### src/rtl/calc_pkg.sv
// calc_pkg: step encodings and loader state type shared with the control unit
package calc_pkg;

    localparam logic [3:0] STEP_A1 = 4'd1;
    localparam logic [3:0] STEP_A2 = 4'd2;
    localparam logic [3:0] STEP_A3 = 4'd3;
    localparam logic [3:0] STEP_A4 = 4'd4;
    localparam logic [3:0] STEP_B1 = 4'd5;
    localparam logic [3:0] STEP_B2 = 4'd6;
    localparam logic [3:0] STEP_B3 = 4'd7;
    localparam logic [3:0] STEP_B4 = 4'd8;
    localparam logic [3:0] STEP_R1 = 4'd9;
    localparam logic [3:0] STEP_R2 = 4'd10;
    localparam logic [3:0] STEP_R3 = 4'd11;
    localparam logic [3:0] STEP_R4 = 4'd12;

    typedef enum logic [1:0] {IDLE, SAMPLE, WRITE, ACK} loader_state_t;

endpackage

### src/rtl/input_sync.sv
// input_sync: two-flop synchronizer for signals asynchronous to clk
module input_sync #(
    parameter int W = 1
) (
    input  logic         clk,
    input  logic         rst,
    input  logic [W-1:0] d,
    output logic [W-1:0] q
);

    logic [W-1:0] meta_q, meta_d, sync_q, sync_d;

    // next values simply shift the input down the two-stage chain
    always_comb begin
        meta_d = d;
        sync_d = meta_q;
    end

    // chain flops, cleared by the asynchronous active-low reset
    always_ff @(posedge clk or negedge rst) begin
        if (!rst) begin
            meta_q <= '0;
            sync_q <= '0;
        end else begin
            meta_q <= meta_d;
            sync_q <= sync_d;
        end
    end

    assign q = sync_q;

endmodule

### src/rtl/operand_loader.sv
// operand_loader: debounces the data switches and loads one operand nibble per load handshake
module operand_loader
    import calc_pkg::*;
#(
    parameter int NDIG          = 4,
    parameter int STABLE_CYCLES = 16
) (
    input  logic              clk,
    input  logic              rst,
    input  logic              loaddata,
    input  logic [3:0]        step,
    input  logic [3:0]        sw,
    output logic              inputdata_ready,
    output logic [4*NDIG-1:0] opa,
    output logic [4*NDIG-1:0] opb,
    output logic              busy,
    output logic              err
);

    localparam int CW = $clog2(STABLE_CYCLES);

    logic              load_s;
    logic [3:0]        sw_s;
    loader_state_t     state_q, state_d;
    logic [3:0]        step_q, step_d, snap_q, snap_d;
    logic [CW-1:0]     cnt_q, cnt_d;
    logic [4*NDIG-1:0] opa_q, opa_d, opb_q, opb_d;
    logic              ready_q, ready_d, busy_q, busy_d, err_q, err_d;
    logic              valid;

    input_sync #(.W(1)) u_load_sync (.clk(clk), .rst(rst), .d(loaddata), .q(load_s));
    input_sync #(.W(4)) u_sw_sync   (.clk(clk), .rst(rst), .d(sw),       .q(sw_s));

    assign valid = step_q >= STEP_A1 && step_q <= 4'(2*NDIG);

    // handshake sequencing, debounce counting and the single-cycle operand write
    always_comb begin
        state_d = state_q;
        step_d  = step_q;
        snap_d  = snap_q;
        cnt_d   = cnt_q;
        opa_d   = opa_q;
        opb_d   = opb_q;
        case (state_q)
            IDLE: if (load_s) begin
                state_d = SAMPLE;
                step_d  = step;
                snap_d  = sw_s;
                cnt_d   = '0;
            end
            SAMPLE: if (!load_s) begin
                state_d = IDLE;
            end else if (sw_s != snap_q) begin
                snap_d = sw_s;
                cnt_d  = '0;
            end else begin
                cnt_d   = cnt_q + 1'b1;
                state_d = (cnt_q == CW'(STABLE_CYCLES-2)) ? WRITE : SAMPLE;
            end
            WRITE: begin
                state_d = ACK;
                for (int i = 0; i < NDIG; i++) begin
                    if (step_q == 4'(i+1))      opa_d[4*(NDIG-1-i) +: 4] = snap_q;
                    if (step_q == 4'(NDIG+i+1)) opb_d[4*(NDIG-1-i) +: 4] = snap_q;
                end
            end
            ACK: state_d = load_s ? ACK : IDLE;
            default: state_d = IDLE;
        endcase
        ready_d = state_d == ACK;
        busy_d  = state_d != IDLE;
        err_d   = state_d == ACK && ((state_q == WRITE) ? !valid : err_q);
    end

    // state, datapath and registered outputs
    always_ff @(posedge clk or negedge rst) begin
        if (!rst) begin
            state_q <= IDLE;
            step_q  <= '0;
            snap_q  <= '0;
            cnt_q   <= '0;
            opa_q   <= '0;
            opb_q   <= '0;
            ready_q <= 1'b0;
            busy_q  <= 1'b0;
            err_q   <= 1'b0;
        end else begin
            state_q <= state_d;
            step_q  <= step_d;
            snap_q  <= snap_d;
            cnt_q   <= cnt_d;
            opa_q   <= opa_d;
            opb_q   <= opb_d;
            ready_q <= ready_d;
            busy_q  <= busy_d;
            err_q   <= err_d;
        end
    end

    assign inputdata_ready = ready_q;
    assign opa             = opa_q;
    assign opb             = opb_q;
    assign busy            = busy_q;
    assign err             = err_q;

endmodule

### config.mk
export PLATFORM = sky130hd
export DESIGN_NAME = operand_loader
export DESIGN_NICKNAME = d
export VERILOG_FILES = /design/src/rtl/calc_pkg.sv /design/src/rtl/input_sync.sv /design/src/rtl/operand_loader.sv
export SDC_FILE = /design/constraint.sdc
export NUM_CORES = 1
export LEC_CHECK = 0
export CAP_MARGIN = 10
export CORE_UTILIZATION = 50
export DETAILED_ROUTE_END_ITERATION = 8
export PLACE_DENSITY = 0.74
export SLEW_MARGIN = 20
export SYNTH_ARGS = -nofsm -noshare
export SYNTH_HDL_FRONTEND = slang
export SYNTH_SLANG_ARGS = --single-unit
### constraint.sdc
create_clock -name clk -period 2.1 [get_ports clk]
set_input_delay 0.42 -clock clk [delete_from_list [all_inputs] [get_ports clk]]
set_output_delay 0.42 -clock clk [all_outputs]
set_load 0.02 [all_outputs]
==> run metrics, run 1 <==
Die W=70.3 µm; endpoints failing setup=0; nets@finish=226; RSZ-0062 raised after global routing=false; Hold Slack=0.0299 ns; cell count after synthesis=161; share of cells above drive strength 1=28.7%; Mapped Nets=174; Area contributors post-synth=dfrtp_1 63%, mux2_2 17%, mux2_4 2.6%; sw frac=21.9%; r2r startpoint=snap_q[2]; met1 wire length=1.98 mm; crit end category=flip-flop; f_max=540 MHz; Wirelength per Cell=17.0 µm; hold_buf cts=0; Area Growth Syn to Fin=29.8%; IO Port Bufs=45; clock transition at the registers of the reported paths=0.06 ns; worst r2r path cells=4; Psw=519 µW; worst reg2reg endpoint=cnt_q[1]; root buffer cell=clkbuf_8; combinational share of power=4.6%; Routed Antenna Nets=0; vias in the first global route=1546; initial antenna violation count=0; Slew Limit Fails=0; core area=4410 µm²; RePlAce Congestion=0.840; Placed Cells incl. Taps=254; Clock Latency Late Sink=0.33 ns; Die Area=4940 µm²; Max Root-Sink Buffers=2; Seq/Total Area, Yosys=63.3%; Period Utilization, post-route=88.1%; synth unique cells=32; Final TNS setup=0 ns; post-CTS sizing=0; Initial Util=52.8%; Max Cap Viol=0; Post-CTS Setup Bufs=0; critical path data arrival time=2.06 ns; Num CTS Buffers=9; synthesized cell area=2330 µm²; CTS tree=built; number of flops mapped to enable cells by yosys=0; endpoints failing hold=0; top-count cell post-synth=dfrtp_1; PD cells=783 nW/µm²; Pleak=1.42 nW; run status=finished clean; minimum clock period=1.85 ns; Max FO, Critical Path=10; IO Pins=46; metal3 WL=192 µm; largest net degree at the start of global routing=22; drt pass-1 iters=4; power share of the clock group=43.7%; Total GRT Usage=20.8%; CP Class=reg -> reg; WL met2=2.31 mm; Synth Register Bits=59; commonest cells in the netlist=59 x dfrtp_1, 36 x mux2_2, 10 x nand2_1; Worst VDD drop=0.000554 V; DR vias/cell=5.46; Yosys top cell area share=63.3%; Startpoint Class=flip-flop; H-tree levels=3; grt ovf=0; WP data required=2.31 ns; P_int=1.85 mW; Slew @ Worst Pin=0.455 ns; Synth area leader=dfrtp_1; Antenna Cells=0; Syn Area/Cell=14.5 µm²; synth warn=0; skew final=0.00929 ns; top_reg_cell synth=dfrtp_1; wirelength, routed=4.56 mm; Flop pwr share=51.7%; R2R setup slack=0.25 ns; top routing layer used=met4; initial drt markers=69; first-pass GRT wire length=7.60 mm; Hold Path Class=in -> async; Final Non-Filler Cells=268; asr flop ratio synth=100%; Cell Rows=24; via count=1464; worst rel slew slack=69.4%; Residual DRC=0; Sink Count=59; die height=70.3 µm; Final HPWL DP=3.24 mm
-- critical path, stage by stage, from the launching register on --
cell,delay (ns)
dfrtp_1,0.53
xor2_1,0.23
nor3_1,0.43
nand2_1,0.20
o31ai_1,0.35
-- registers in the layout, summed over array words and instances (netlist names) --
signal / flops
cnt_q: 4
u_sw_sync.meta_q: 4
err: 1
u_load_sync.meta_q: 1
u_load_sync.q: 1
snap_q: 4
opa: 16
opb: 16
state_q: 2
busy: 1
inputdata_ready: 1
step_q: 4
u_sw_sync.q: 4
-- routing by layer --
layer / up-vias / track usage [%]
li1: 660 / -
met1: 754 / 25.4
met2: 40 / 32.5
met3: 10 / 6.06
met4: 0 / 12.7
met5: - / 0
-- metrics by stage --
step / total power [mW] / cell area [µm²] / util, % / worst slack, ns
after detailed placement: 1.36 / 2830 / 64.1 / 0.320
after global routing: 2.46 / 3030 / 68.6 / 0.149
final: 2.37 / 3030 / 68.6 / 0.250
after global placement: 1.35 / 2830 / 64.1 / 0.421
after CTS: 2.40 / 3030 / 68.6 / 0.316
after floorplan: 1.29 / 2330 / - / 0.521
-- cells in the final DEF, fill, tap and decap left out, types with 2 or more instances in the layout --
cell type	count
inv_1	2
clkdlybuf4s50_1	44
nand4_1	2
dfrtp_1	59
nor2b_1	2
nor3_1	2
nor3_2	2
mux2_2	36
xor2_1	3
nand2b_1	5
clkbuf_8	12
buf_4	3
mux2_4	4
ha_1	2
nand2_1	10
o21ai_0	2
nand3_1	5
nor2_1	4
-- cell type report --
cell class | count | area [µm²]
inverter | 2 | 7.51
fill | 293 | 1390
timing repair buffer | 48 | 468
tap | 52 | 65.1
sequential | 59 | 1480
clock buffer | 12 | 165
clock inverter | 2 | 35.0
multi-input combinational | 93 | 811
-- kinds of logic (layout without fill, tap and decap cells) --
kind of cell / count (synthesis) / in the layout / share of synthesized area [%]
AND/OR/NAND/NOR: 40 / 40 / 9.98
adder cells (fa/ha/maj): 2 / 2 / 1.07
buffers and inverters: 9 / 64 / 1.93
XOR/XNOR: 4 / 4 / 1.50
flip-flops: 59 / 59 / 63.3
AO/OA/AOI/OAI: 6 / 6 / 1.82
multiplexers: 41 / 41 / 20.4
-- power groups by stage --
stage               Combinational (mW)  Clock, mW  Sequential (mW)
detailed placement               0.110          0             1.25
finish                           0.108       1.04             1.23
global placement                 0.106          0             1.24
floorplan                       0.0786          0             1.21
CTS                              0.110       1.06             1.23
global route                     0.122       1.11             1.23
-- how the worst max path moves through the flow --
stage | from | slack, ns | to
6_report | snap_q[2] | 0.25 | cnt_q[1]
5_1_grt | snap_q[2] | 0.15 | cnt_q[1]
4_1_cts | snap_q[2] | 0.32 | cnt_q[1]
3_5_place_dp | snap_q[2] | 0.32 | state_q[0]
3_3_place_gp | snap_q[2] | 0.42 | state_q[0]
2_1_floorplan | state_q[0] | 0.52 | opa[10]
(Power assumes the default switching activity.)
==> run 2: changes to the inputs <==
--- a/config.mk
+++ b/config.mk
@@ -9,7 +9,7 @@
 export CORE_UTILIZATION = 50
 export DETAILED_ROUTE_END_ITERATION = 8
 export PLACE_DENSITY = 0.74
-export SLEW_MARGIN = 20
+export SLEW_MARGIN = 10
 export SYNTH_ARGS = -nofsm -noshare
 export SYNTH_HDL_FRONTEND = slang
 export SYNTH_SLANG_ARGS = --single-unit
==> constraint.sdc (replaced) <==
create_clock -name clk -period 2.1 [get_ports clk]
set_input_delay 0.21 -clock clk [delete_from_list [all_inputs] [get_ports clk]]
set_output_delay 0.21 -clock clk [all_outputs]
set_load 0.02 [all_outputs]
==> run 2 against run 1 <==
Via count shrank 2.5%; largest power group unchanged; fmax is 4.0% higher; register-to-register slack improved by 0.07 ns; global-route usage shrank 0.27 points; worst hold slack better by 0.29 ns; wire length down 0.83%.
==> run metrics, run 2 (same netlist as run 1, synthesis figures left out) <==
clock transition at the registers of the reported paths=0.06 ns; H-tree levels=3; worst rel slew slack=63.1%; skew final=0.00886 ns; Num CTS Buffers=9; IO Pins=46; Residual DRC=0; Die Area=4940 µm²; Antenna Cells=0; Post-CTS Setup Bufs=0; CP Class=reg -> reg; wirelength, routed=4.53 mm; largest net degree at the start of global routing=37; Hold Path Class=in -> reg; nets@finish=226; Worst VDD drop=0.000504 V; RePlAce Congestion=0.804; Routed Antenna Nets=0; worst reg2reg endpoint=state_q[0]; Max Cap Viol=0; grt ovf=0; WP data required=2.32 ns; Wirelength per Cell=16.8 µm; CTS tree=built; RSZ-0062 raised after global routing=false; PD cells=772 nW/µm²; commonest non-fill, non-tap cell in the layout=dfrtp_1; Sink Count=59; minimum clock period=1.78 ns; die height=70.3 µm; Clock Latency Late Sink=0.33 ns; Final TNS setup=0 ns; Max Root-Sink Buffers=2; first-pass GRT wire length=7.45 mm; critical path data arrival time=1.99 ns; CP max-delay cell=dfrtp_1; endpoints failing hold=0; core area=4410 µm²; initial antenna violation count=0; root buffer cell=clkbuf_8; post-route setup slack=0.321 ns; dpl ws=0.358 ns; hold_buf cts=1; Cell Rows=24; CP cell instances=xor2_1 -> nor3_1 -> nand2_1 -> o31a_1; Area Growth Syn to Fin=30.2%; Slew Limit Fails=0; endpoints failing setup=0; share of cells above drive strength 1=27.6%; CP startpoint=snap_q[0]; Largest stage delay, worst path=0.53 ns; crit end category=flip-flop; Slew @ Worst Pin=0.554 ns; Pleak=1.42 nW; Startpoint Class=flip-flop; vias in the first global route=1493; Period Utilization, post-route=84.7%; most frequent cells in the layout=59 x dfrtp_1, 44 x clkdlybuf4s50_1, 36 x mux2_2, 11 x clkbuf_8, 10 x nand2_1; Initial Util=52.8%; DR vias/cell=5.30; f_max=562 MHz; via count=1427; Final HPWL DP=3.09 mm; Critical Path End=state_q[0]; initial drt markers=48; R2R setup slack=0.32 ns; Max FO, Critical Path=10; Die W=70.3 µm; run status=finished clean; drt pass-1 iters=7; worst r2r path cells=4; Total GRT Usage=20.5%; IO Port Bufs=45; post-CTS sizing=0; r2r startpoint=snap_q[0]
run 2: cell types whose count changed in the layout (fill, tap and decap cells not counted), sizes merged:
cell,change
clkbuf,+1
dlygate4sd3,+1
buf,-1
run 2: stage by stage:
stage / hold WS [ns] / area, µm² / std cells / utilization (%) / total power, mW
after global routing: 0.319 / 3040 / 269 / 68.8 / 2.42
after global placement: 0.217 / 2830 / 253 / 64.2 / 1.35
after floorplan: -0.0856 / 2330 / 161 / - / 1.29
after CTS: 0.305 / 3040 / 269 / 68.8 / 2.37
final: 0.316 / 3040 / 269 / 68.8 / 2.34
after detailed placement: 0.233 / 2830 / 253 / 64.2 / 1.36
run 2: worst max-delay path, delay by kind of cell (launching register included):
kind | cells | cell delay [ns]
simple gates | 2 | 0.60
flops | 1 | 0.53
compound gates | 1 | 0.31
xor+xnor | 1 | 0.22
run 2: how the worst min path moves through the flow:
stage	start	endpoint	slack, ns	cells after the start
2_1_floorplan	rst	busy	-0.09	0
3_3_place_gp	rst	inputdata_ready	0.22	1
3_5_place_dp	rst	opb[1]	0.23	1
4_1_cts	sw[3]	u_sw_sync.meta_q[3]	0.31	1
5_1_grt	sw[1]	u_sw_sync.meta_q[1]	0.32	1
6_report	sw[3]	u_sw_sync.meta_q[3]	0.32	1
run 2: cell type report:
class                           count  area [µm²]
Clock buffer                       13         159
Fill cell                         298        1380
Tap cell                           52        65.1
Clock inverter                      2        35.0
Sequential cell                    59        1480
Multi-Input combinational cell     93         811
Timing Repair Buffer               48         483
Inverter                            2        7.51
run 2: routing by layer:
layer,up-vias,global-route usage [%],wire length [µm]
li1,662,-,-
met1,716,26.7,2070
met2,42,32.0,2220
met3,7,4.04,163
met4,0,12.0,78
met5,-,0,0
run 2: power by group:
group | internal, mW | total [mW] | leakage (nW) | switching, mW
logic | 0.0571 | 0.111 | 0.539 | 0.0536
clock network | 0.605 | 1.01 | 0.0995 | 0.403
registers | 1.17 | 1.23 | 0.779 | 0.0574
